### config.mk
export PLATFORM = sky130hd
export DESIGN_NAME = fetch_buffer
export DESIGN_NICKNAME = d
export VERILOG_FILES = /design/src/rtl/fetch_buffer.sv
export SDC_FILE = /design/constraint.sdc
export NUM_CORES = 1
export LEC_CHECK = 0
export CORE_MARGIN = 2
export CORE_UTILIZATION = 45
export DETAILED_ROUTE_END_ITERATION = 8
export PLACE_DENSITY_LB_ADDON = 0.15
export SETUP_SLACK_MARGIN = 0.5
export SLEW_MARGIN = 10
export SYNTH_ARGS = -nofsm -noshare
export SYNTH_HDL_FRONTEND = slang
export SYNTH_SLANG_ARGS = --single-unit
### constraint.sdc
create_clock -name clk -period 7.9 [get_ports clk]
set_input_delay 0.79 -clock clk [delete_from_list [all_inputs] [get_ports clk]]
set_output_delay 0.79 -clock clk [all_outputs]
set_load 0.01 [all_outputs]
### src/rtl/fetch_buffer.sv
// Instruction-fetch front end: issues PC fetches to imem, buffers in-order responses
// with their PCs and presents the head entry to decode over valid/ready.
module fetch_buffer #(
  parameter int DEPTH = 4
) (
  input  logic        clk,
  input  logic        reset,
  input  logic [31:0] pc,
  output logic        pc_en,
  output logic        imem_req,
  output logic [31:0] imem_addr,
  input  logic        imem_gnt,
  input  logic        imem_rvalid,
  input  logic [31:0] imem_rdata,
  input  logic        flush,
  output logic        id_valid,
  output logic [31:0] id_instr,
  output logic [31:0] id_pc,
  output logic [31:0] id_pc8,
  input  logic        id_ready,
  output logic        proto_err
);

  localparam int AW = $clog2(DEPTH);
  localparam int PW = AW + 1;

  logic [31:0]   pc_mem    [DEPTH];
  logic [31:0]   instr_mem [DEPTH];

  logic [PW-1:0] tail_q, fill_q, head_q, drop_q;
  logic [PW-1:0] tail_n, fill_n, head_n, drop_n;
  logic [PW-1:0] count, unfilled;
  logic          pop, grant, do_fill, do_drop, rsp_bad;
  logic [AW-1:0] hd_idx;

  logic          vld_n, vld_p1;
  logic [31:0]   instr_n, instr_p1;
  logic [31:0]   pc_n, pc_p1;
  logic [31:0]   pc8_n, pc8_p1;
  logic          perr_q;

  function automatic logic [31:0] pc_plus8(input logic [31:0] a);
    return a + 32'd8;
  endfunction

  // Stage p0: request/grant and response classification
  assign count     = tail_q - head_q;
  assign unfilled  = tail_q - fill_q;
  assign pop       = vld_p1 && id_ready && !flush;
  assign imem_req  = !reset && !flush && ((count < PW'(DEPTH)) || pop);
  assign imem_addr = pc;
  assign grant     = imem_req && imem_gnt;
  assign pc_en     = grant;

  assign do_drop   = imem_rvalid && (drop_q != '0);
  assign do_fill   = imem_rvalid && (drop_q == '0) && (unfilled != '0);
  assign rsp_bad   = imem_rvalid && (drop_q == '0) && (unfilled == '0);

  always_comb begin
    tail_n = tail_q + PW'(grant);
    fill_n = fill_q + PW'(do_fill);
    head_n = head_q + PW'(pop);
    drop_n = drop_q - PW'(do_drop);
    if (flush) begin
      tail_n = '0;
      fill_n = '0;
      head_n = '0;
      // Pending drops accumulate so a flush inside a drop window keeps count of old responses
      drop_n = drop_q + unfilled - PW'(do_drop | do_fill);
    end
    hd_idx  = head_n[AW-1:0];
    vld_n   = !flush && (fill_n != head_n);
    instr_n = (do_fill && (fill_q[AW-1:0] == hd_idx)) ? imem_rdata : instr_mem[hd_idx];
    pc_n    = pc_mem[hd_idx];
    pc8_n   = pc_plus8(pc_mem[hd_idx]);
  end

  always_ff @(posedge clk) begin
    if (grant) pc_mem[tail_q[AW-1:0]] <= pc;
    if (do_fill && !flush) instr_mem[fill_q[AW-1:0]] <= imem_rdata;
  end

  // Stage p1: registered head entry toward decode
  always_ff @(posedge clk) begin
    if (reset) begin
      tail_q   <= '0;
      fill_q   <= '0;
      head_q   <= '0;
      drop_q   <= '0;
      perr_q   <= 1'b0;
      vld_p1   <= 1'b0;
      instr_p1 <= '0;
      pc_p1    <= '0;
      pc8_p1   <= '0;
    end else begin
      tail_q   <= tail_n;
      fill_q   <= fill_n;
      head_q   <= head_n;
      drop_q   <= drop_n;
      perr_q   <= perr_q | rsp_bad;
      vld_p1   <= vld_n;
      instr_p1 <= instr_n;
      pc_p1    <= pc_n;
      pc8_p1   <= pc8_n;
    end
  end

  assign id_valid  = vld_p1;
  assign id_instr  = instr_p1;
  assign id_pc     = pc_p1;
  assign id_pc8    = pc8_p1;
  assign proto_err = perr_q;

endmodule

==> results of run 1 <==
==> synthesized netlist by cell type (13+ instances only) <==
cell	number	area share
a211oi_1	46	0.024
a21oi_1	45	0.016
a311o_1	32	0.022
buf_4	38	0.020
clkbuf_1	39	0.010
dfxtp_1	107	0.15
edfxtp_1	256	0.54
ha_1	14	0.012
mux2i_1	34	0.024
nand2_1	155	0.041
nor2_1	57	0.015
nor2b_1	56	0.024
o21ai_0	13	0.0045
xnor2_1	21	0.013
==> power groups by stage <==
stage,combinational (W),sequential (W),clock [W]
2_1_floorplan,0.000132,0.00214,0
3_3_place_gp,0.000277,0.00213,0
3_5_place_dp,0.000278,0.00213,0
4_1_cts,0.000281,0.00209,0.00176
5_1_grt,0.000309,0.00209,0.00185
6_report,0.000279,0.00209,0.00173
==> cells in the final DEF, fill, tap and decap left out, types with 10 or more instances in the layout <==
cell type and n:
buf_4 15, a311o_1 32, a21oi_1 45, mux2i_1 34
nand3_1 11, nand2_1 155, clkdlybuf4s50_1 200, nor2b_1 55
dfxtp_1 107, nor2_1 54, xor2_1 10, o21ai_0 13
clkbuf_16 40, ha_1 13, edfxtp_1 256, clkbuf_1 16
and2_1 10, xnor2_1 21, inv_1 11, a211oi_1 46
==> per-layer routing <==
layer | vias to the layer above | part of all wire | GRT usage
li1 | 4228 | - | -
met1 | 4320 | 0.44 | 0.268
met4 | 0 | 0.018 | 0.0523
met5 | - | 0 | 0
met2 | 295 | 0.47 | 0.320
met3 | 51 | 0.069 | 0.0419
==> sequential cells by signal (all words and copies together), names as in the netlist <==
register   cells
drop_q         3
id_valid       1
pc_mem       128
tail_q         3
head_q         3
id_instr      32
id_pc         32
fill_q         3
id_pc8        29
instr_mem    128
proto_err      1
==> critical path: stages <==
cell and delay [ps]:
clkdlybuf4s50_1 480, buf_4 330, nor2_1 130, ha_4 700
buf_4 810, a211oi_1 260, or4b_4 600, nor4_2 680
nand3_2 230, nor4_1 330, mux2_1 360
==> cells by family (layout without fill, tap and decap cells) <==
| logic type | count (synthesis) | count (layout) | synth area share |
|---|---|---|---|
| and+or+nand+nor | 349 | 349 | 0.120 |
| adders and majority gates | 16 | 16 | 0.0150 |
| DFF | 363 | 363 | 0.687 |
| AOI/OAI and AO/OA | 168 | 168 | 0.0854 |
| buffers and inverters | 106 | 298 | 0.0408 |
| xor gates and xnor gates | 31 | 31 | 0.0190 |
| muxes | 45 | 45 | 0.0325 |
==> per-stage QoR <==
stage                     total power (W)  std cells
after CTS                         0.00413       1672
after global placement            0.00241       1600
final                             0.00409       1672
after detailed placement          0.00241       1600
after global routing              0.00425       1672
after floorplan                   0.00227       1078
==> path summary, 6_finish.rpt <==
check / from / end / slack [ps] / cells past startpoint
max: flush / id_pc8[30] / 2530 / 11
min: proto_err / proto_err / 500 / 2
max reg2reg: id_valid / id_pc8[30] / 3290 / 10
min reg2reg: proto_err / proto_err / 500 / 2
==> cell type report <==
type	instances	area share
repair buffers	215	0.120
inverters	11	0.00233
well taps	402	0.0284
multi-input cells	609	0.224
clock buffers	67	0.0672
flip-flops and latches	363	0.556
clock inverters	5	0.00212
==> flow_metrics.tcl, run 1 <==
set metrics [dict create \
    slew_viol_final 0 \
    h-tree-depth 2 \
    yosysWarningCount 0 \
    design_area_sq_mm 0.0177 \
    syn_inst 1078 \
    drc 0 \
    grt_pass1_wl_microns 50300 \
    finalClockSkew_ps 18.6 \
    fin_util 0.563 \
    finalWorstSetupSlack_ps 2530 \
    gr-total-overflow 0 \
    seqPwrFrac 0.511 \
    avgSynthCellArea_sq_um 13.3 \
    die_area_sq_mm 0.0332 \
    setup_tns_ps 0 \
    syn_nets 1164 \
    startpoint_type "input pin" \
    fin_crit_sh 0.680 \
    cts_buffers 39 \
    worst_pin_slew_ps 1090 \
    dp_slack_ps 2060 \
    placed_area_sq_mm 0.0165 \
    endpoint_kind "register" \
    peakVddDrop_v 0.000126 \
    yosysSeqAreaShare 0.687 \
    p_sw_w 0.000858 \
    port_buffers 201 \
    crit_type "in2reg" \
    netlist_area_sq_mm 0.0143 \
    synth_edf_count 256 \
    drt_wl_total_microns 32700 \
    vias_per_cell 5.32 \
    cts_tree "built" \
    postRouteAntennaNets 0 \
    cp_data_required_time_ps 8300 \
    antenna_cells 0 \
    grt_max_degree 85 \
    status "completed" \
    hold_viol_final 0 \
    fillers 2551 \
    crit_fanout 71 \
    die_width_microns 182 \
    internal_power_w 0.00324 \
    multiInputGateArea_sq_mm 0.00397 \
    num_vias 8894 \
    period_minus_slack_ps 5370 \
    grt_pass1_vias 8833 \
    layout.area.seq_sq_mm 0.00983 \
    synth_seq_cells 363 \
    rsz0062_at_grt "false" \
    hp-class "reg2reg" \
    leakage_nw 5.98 \
    synth_ff_type "edfxtp_1" \
    core_area_sq_mm 0.0314 \
    clk_path_buf_depth 3 \
    power.density_mw_per_mm2 232 \
    cap_violations 0 \
    insertion_delay_ps 520 \
    cts_resized 0 \
    area_delta_synth_final_pct 23.6 \
    setup_viol 0 \
    io_pins 202 \
    drt_iter0_drc 629 \
    final_nets 1325 \
    cts_root_buf "clkbuf_16" \
    num_rows 65 \
    async_reset_ff_frac 0 \
    synth_cell_types 63 \
    drive_gt1_frac 0.0827 \
    worstPathArrival_ps 5780 \
    dp.final_hpwl_microns 19100 \
    max_slew_margin 0.269 \
    comb_power_share 0.068 \
    antenna_found_initial 0 \
    path_clk_slew_ps 60 \
    fmax_ghz 0.186 \
    clkPwrFrac 0.421 \
    start_util 0.456 \
    drt_first_pass_iters 5 \
    grt_usage 0.196 \
    post_cts_buffers 0 \
    chipHeight_microns 182 \
    wire_per_inst_microns 19.5 \
    swShare 0.210 \
    gp_congestion 0.811 \
    holdWs_ps 503 \
    hold_buffers 0 \
    clock-sinks 363 \
]
(Power assumes the default switching activity.)
==> inputs of run 2 (changes only) <==
==> constraint.sdc (replaced) <==
create_clock -name clk -period 4.35 [get_ports clk]
set_input_delay 0.435 -clock clk [delete_from_list [all_inputs] [get_ports clk]]
set_output_delay 0.435 -clock clk [all_outputs]
set_load 0.01 [all_outputs]
==> run 2 against run 1 <==
Compared with the run above: wire length is 0.90% higher; die area unchanged; clock power grew 92%; sequential cell count unchanged; combinational power rose by 89%; via count is 1.6% higher; global-route usage is 0.13 points higher; count of clock-buffer cells in the layout is 9 lower; critical path depth is 6 higher; sequential share of layout area shrank 0.97 points; power up 87%; core utilization is 1.0 points higher.
==> flow_metrics.tcl, run 2 (synthesized netlist as in run 1, its figures left out) <==
set metrics [dict create \
    status "completed" \
    core_area_sq_mm 0.0314 \
    drt_iter0_drc 639 \
    postRouteAntennaNets 0 \
    cts_buffers 38 \
    worst_path_max_delay_cell "dfxtp_2" \
    rsz0062_at_grt "false" \
    leakage_nw 6.14 \
    cpPeakStageDelay_ps 380 \
    grt_usage 0.198 \
    antenna_found_initial 1 \
    final_common_cell "edfxtp_1" \
    die_width_microns 182 \
    swShare 0.206 \
    fmax_ghz 0.277 \
    hold_buffers 0 \
    gr-total-overflow 0 \
    path_clk_slew_ps 60 \
    peakVddDrop_v 0.000269 \
    power.density_mw_per_mm2 424 \
    crit_top_cell "ha_1" \
    worst_pin_slew_ps 774 \
    die_area_sq_mm 0.0332 \
    num_rows 65 \
    port_buffers 201 \
    grt_pass1_wl_microns 50400 \
    setup_tns_ps 0 \
    clock-sinks 363 \
    comb_power_share 0.069 \
    drt_wl_total_microns 33000 \
    drive_gt1_frac 0.109 \
    clkPwrFrac 0.435 \
    wire_per_inst_microns 19.5 \
    internal_power_w 0.00607 \
    hp-class "in2reg" \
    cts_tree "built" \
    fin_util 0.574 \
    clk_path_buf_depth 3 \
    setup_viol 0 \
    seqPwrFrac 0.496 \
    fillers 2531 \
    max_slew_margin 0.478 \
    cap_violations 0 \
    slew_viol_final 0 \
    drt_first_pass_iters 5 \
    crit_type "reg2reg" \
    worstPathArrival_ps 3980 \
    fin_cells 1690 \
    cp_cell_sequence "ha_1 > fa_2 > xor2_2 > xnor2_2 > and3_4 > nand3b_1 > inv_1 > or2_2 > ha_1 > inv_1 > ha_1 > fa_2 > xor2_2 > xnor2_1 > mux2i_1 > xor2_1 > nor2_1" \
    startpoint_type "register" \
    cts_root_buf "clkbuf_16" \
    dp_cells 1619 \
    endpoint_kind "register" \
    start_util 0.456 \
    fin_crit_sh 0.831 \
    area_delta_synth_final_pct 25.9 \
    cp_data_required_time_ps 4710 \
    gp_congestion 0.825 \
    vias_per_cell 5.35 \
    chipHeight_microns 182 \
    num_vias 9037 \
    finalClockSkew_ps 16.1 \
    antenna_cells 0 \
    layout_common_cells "edfxtp_1 (256), clkdlybuf4s50_1 (200), nand2_1 (155), dfxtp_1 (104), nor2b_1 (55)" \
    hold_viol_final 0 \
    final_nets 1345 \
    grt_pass1_vias 8829 \
    grt_max_degree 65 \
    h-tree-depth 2 \
    crit_fanout 7 \
    insertion_delay_ps 510 \
    dp.final_hpwl_microns 20800 \
    period_minus_slack_ps 3610 \
    io_pins 202 \
    p_sw_w 0.00157 \
    drc 0 \
]
[run 2: cell count changes in the layout (fill, tap and decap cells not counted), moves of 3 or more]
cell	change
buf_4	+19
clkbuf_1	-6
bufinv_16	+3
clkinv_2	+3
dfxtp_1	-3
[run 2: stage by stage]
step	worst slack (ps)	cell area, sq um	hold slack [ps]	power [W]
CTS	508	18000	344	0.00771
detailed placement	218	16600	462	0.00438
global route	515	18000	372	0.00793
floorplan	225	14300	480	0.00412
finish	736	18000	354	0.00764
global placement	297	16600	460	0.00438
[run 2: routing by layer]
metal  GRT usage  up-vias  part of all wire
met1       0.274     4414              0.46
met5           0        -           0.00039
met4      0.0590        2             0.025
li1            -     4265                 -
met2       0.318      294              0.46
met3      0.0379       62             0.059
[run 2: critical path: cells and delay by family, from the launching register on]
family | cells | cell delay [ps]
XOR/XNOR | 5 | 760
adder cells (fa/ha/maj) | 5 | 1380
buffers and inverters | 2 | 110
flip-flops | 1 | 380
multiplexers | 1 | 160
AND/OR/NAND/NOR | 4 | 670
[run 2: power by group through the flow]
| stage | clock [W] | combinational [W] | sequential [W] |
|---|---|---|---|
| floorplan | 0 | 0.000240 | 0.00388 |
| global placement | 0 | 0.000511 | 0.00387 |
| detailed placement | 0 | 0.000515 | 0.00387 |
| CTS | 0.00340 | 0.000519 | 0.00379 |
| global route | 0.00354 | 0.000588 | 0.00380 |
| finish | 0.00332 | 0.000527 | 0.00379 |
[run 2: repair_timing]
action	CTS	global route
setup endpoints to repair	1	2
gates resized for setup	3	10
gates cloned	0	0
pin swaps	0	3
setup buffers	0	2
[run 2: path summary, 6_finish.rpt]
| kind | startpoint | endpoint | slack, ps | cells after the start |
|---|---|---|---|---|
| worst max-delay path | fill_q[0] | drop_q[2] | 740 | 17 |
| worst min-delay path | reset | id_pc8[6] | 350 | 2 |
| worst max register to register | fill_q[0] | drop_q[2] | 740 | 17 |
| worst min register to register | proto_err | proto_err | 470 | 2 |
[run 2: final cells by class]
| type | count | area (sq um) | share of cell area |
|---|---|---|---|
| sequential | 363 | 9840 | 0.546 |
| multi-input combinational | 609 | 4030 | 0.223 |
| timing repair buffer | 236 | 2300 | 0.128 |
| clock buffer | 58 | 1170 | 0.0650 |
| tap | 402 | 503 | 0.0279 |
| clock inverter | 11 | 136 | 0.00757 |
| inverter | 11 | 41.3 | 0.00229 |
==> inputs of run 3 (changes only) <==
==> constraint.sdc (replaced) <==
create_clock -name clk -period 3 [get_ports clk]
set_input_delay 0.3 -clock clk [delete_from_list [all_inputs] [get_ports clk]]
set_output_delay 0.3 -clock clk [all_outputs]
set_load 0.01 [all_outputs]
==> run 3 against run 2 <==
Compared with the run above: worst setup slack got worse by 1100 ps; sequential power increased by 45%; sequential cell count unchanged; the flow now finishes with violations (setup timing).
==> flow_metrics.tcl, run 3 (synthesized netlist as in run 1, its figures left out) <==
set metrics [dict create \
    grt_max_degree 51 \
    cp_data_required_time_ps 3380 \
    clock-sinks 363 \
    drt_first_pass_iters 5 \
    antenna_found_initial 1 \
    final_common_cell "edfxtp_1" \
    insertion_delay_ps 530 \
    dp_slack_ps -489 \
    drive_gt1_frac 0.262 \
    fin_crit_sh 1.12 \
    grt_pass1_vias 9832 \
    area_delta_synth_final_pct 43.6 \
    drc 0 \
    start_util 0.456 \
    startpoint_type "register" \
    cts_tree "built" \
    grt_usage 0.218 \
    fin_cells 1850 \
    path_clk_slew_ps 60 \
    core_area_sq_mm 0.0314 \
    dp_cells 1698 \
    die_area_sq_mm 0.0332 \
    violations "setup timing" \
    cts_buffers 38 \
    cts_root_buf "clkbuf_16" \
    io_pins 202 \
    clk_path_buf_depth 3 \
    worstPathArrival_ps 3740 \
    hold-path-cell-count 3 \
    dp.final_hpwl_microns 21100 \
    design_area_sq_mm 0.0205 \
    chipHeight_microns 182 \
    num_rows 65 \
    slew_viol_final 0 \
    drt_wl_total_microns 36900 \
    finalClockSkew_ps 12.8 \
    port_buffers 201 \
    wire_per_inst_microns 19.9 \
    fin_util 0.654 \
    max_slew_margin 0.550 \
    fillers 2297 \
    finalWorstSetupSlack_ps -356 \
    grt_pass1_wl_microns 55900 \
    status "finished, violations left" \
    power.density_mw_per_mm2 537 \
    die_width_microns 182 \
    layout_common_cells "edfxtp_1 (256), clkdlybuf4s50_1 (198), nand2_1 (145), dfxtp_1 (104), buf_4 (104)" \
    h-tree-depth 2 \
    gp_congestion 0.800 \
    worst_pin_slew_ps 675 \
    crit_type "reg2reg" \
    setup_viol 163 \
    final_nets 1504 \
    vias_per_cell 5.29 \
    drt_iter0_drc 609 \
    antenna_cells 0 \
    num_vias 9788 \
    postRouteAntennaNets 0 \
    period_minus_slack_ps 3360 \
    hold_buffers 0 \
    peakVddDrop_v 0.000522 \
    gr-total-overflow 0 \
    ff2ff_path_depth 18 \
    crit_fanout 2 \
    cap_violations 0 \
    leakage_nw 7.24 \
    hold_viol_final 0 \
    placed_area_sq_mm 0.0176 \
    fmax_ghz 0.298 \
    rsz0062_at_grt "true" \
    hp-class "in2reg" \
    endpoint_kind "register" \
]
-- run 3: layout make-up --
cell class / instances / area [sq um] / share of cell area
Timing Repair Buffer: 395 / 4350 / 0.212
Inverter: 11 / 41.3 / 0.00201
Sequential cell: 363 / 9840 / 0.479
Clock buffer: 51 / 1050 / 0.0511
Multi-Input combinational cell: 609 / 4580 / 0.223
Clock inverter: 19 / 171 / 0.00835
Tap cell: 402 / 503 / 0.0245
-- run 3: through the flow --
stage	TNS, ps	power (W)	hold WS, ps
finish	-40620	0.0110	122
global route	-62410	0.0114	114
CTS	-27240	0.0111	106
detailed placement	-13090	0.00644	464
global placement	-12910	0.00643	457
floorplan	-22940	0.00603	399
-- run 3: final timing paths --
check	startpoint	endpoint	slack [ps]
setup / recovery	tail_q[0]	drop_q[2]	-360
hold / removal	reset	head_q[2]	120
setup reg to reg	tail_q[0]	drop_q[2]	-360
hold reg to reg	proto_err	proto_err	480
-- run 3: power by group --
group / switching [W] / internal [W]
Combinational: 0.000441 / 0.000517
Clock: 0.00191 / 0.00265
Sequential: 0.0000445 / 0.00546
Total: 0.00239 / 0.00863
-- run 3: metal layers --
| metal | up-vias | routed length (microns) | GRT usage |
|---|---|---|---|
| met4 | 2 | 593 | 0.0484 |
| li1 | 4601 | - | - |
| met5 | - | 13 | 0 |
| met3 | 56 | 1950 | 0.0439 |
| met1 | 4856 | 15800 | 0.279 |
| met2 | 273 | 18500 | 0.383 |
-- run 3: timing repair --
| action | 4_1_cts | 5_1_grt |
|---|---|---|
| gates resized for setup | 95 | 72 |
| cloned | 16 | 4 |
| pin swaps | 50 | 58 |
| setup buffers | 47 | 15 |
| setup endpoints to repair | 195 | 196 |
-- run 3: critical path, cell delays in order, from the launching register on --
cell and delay, ps:
dfxtp_4 340, inv_2 40, ha_4 150, fa_2 320, xor2_1 160, xnor2_1 170
and3_1 190, nand3b_1 150, inv_2 50, or2_4 230, ha_4 260, inv_2 30
ha_4 140, fa_2 330, xor2_1 170, xnor2_1 120, mux2i_1 160, xor2_1 160
nor2_1 50
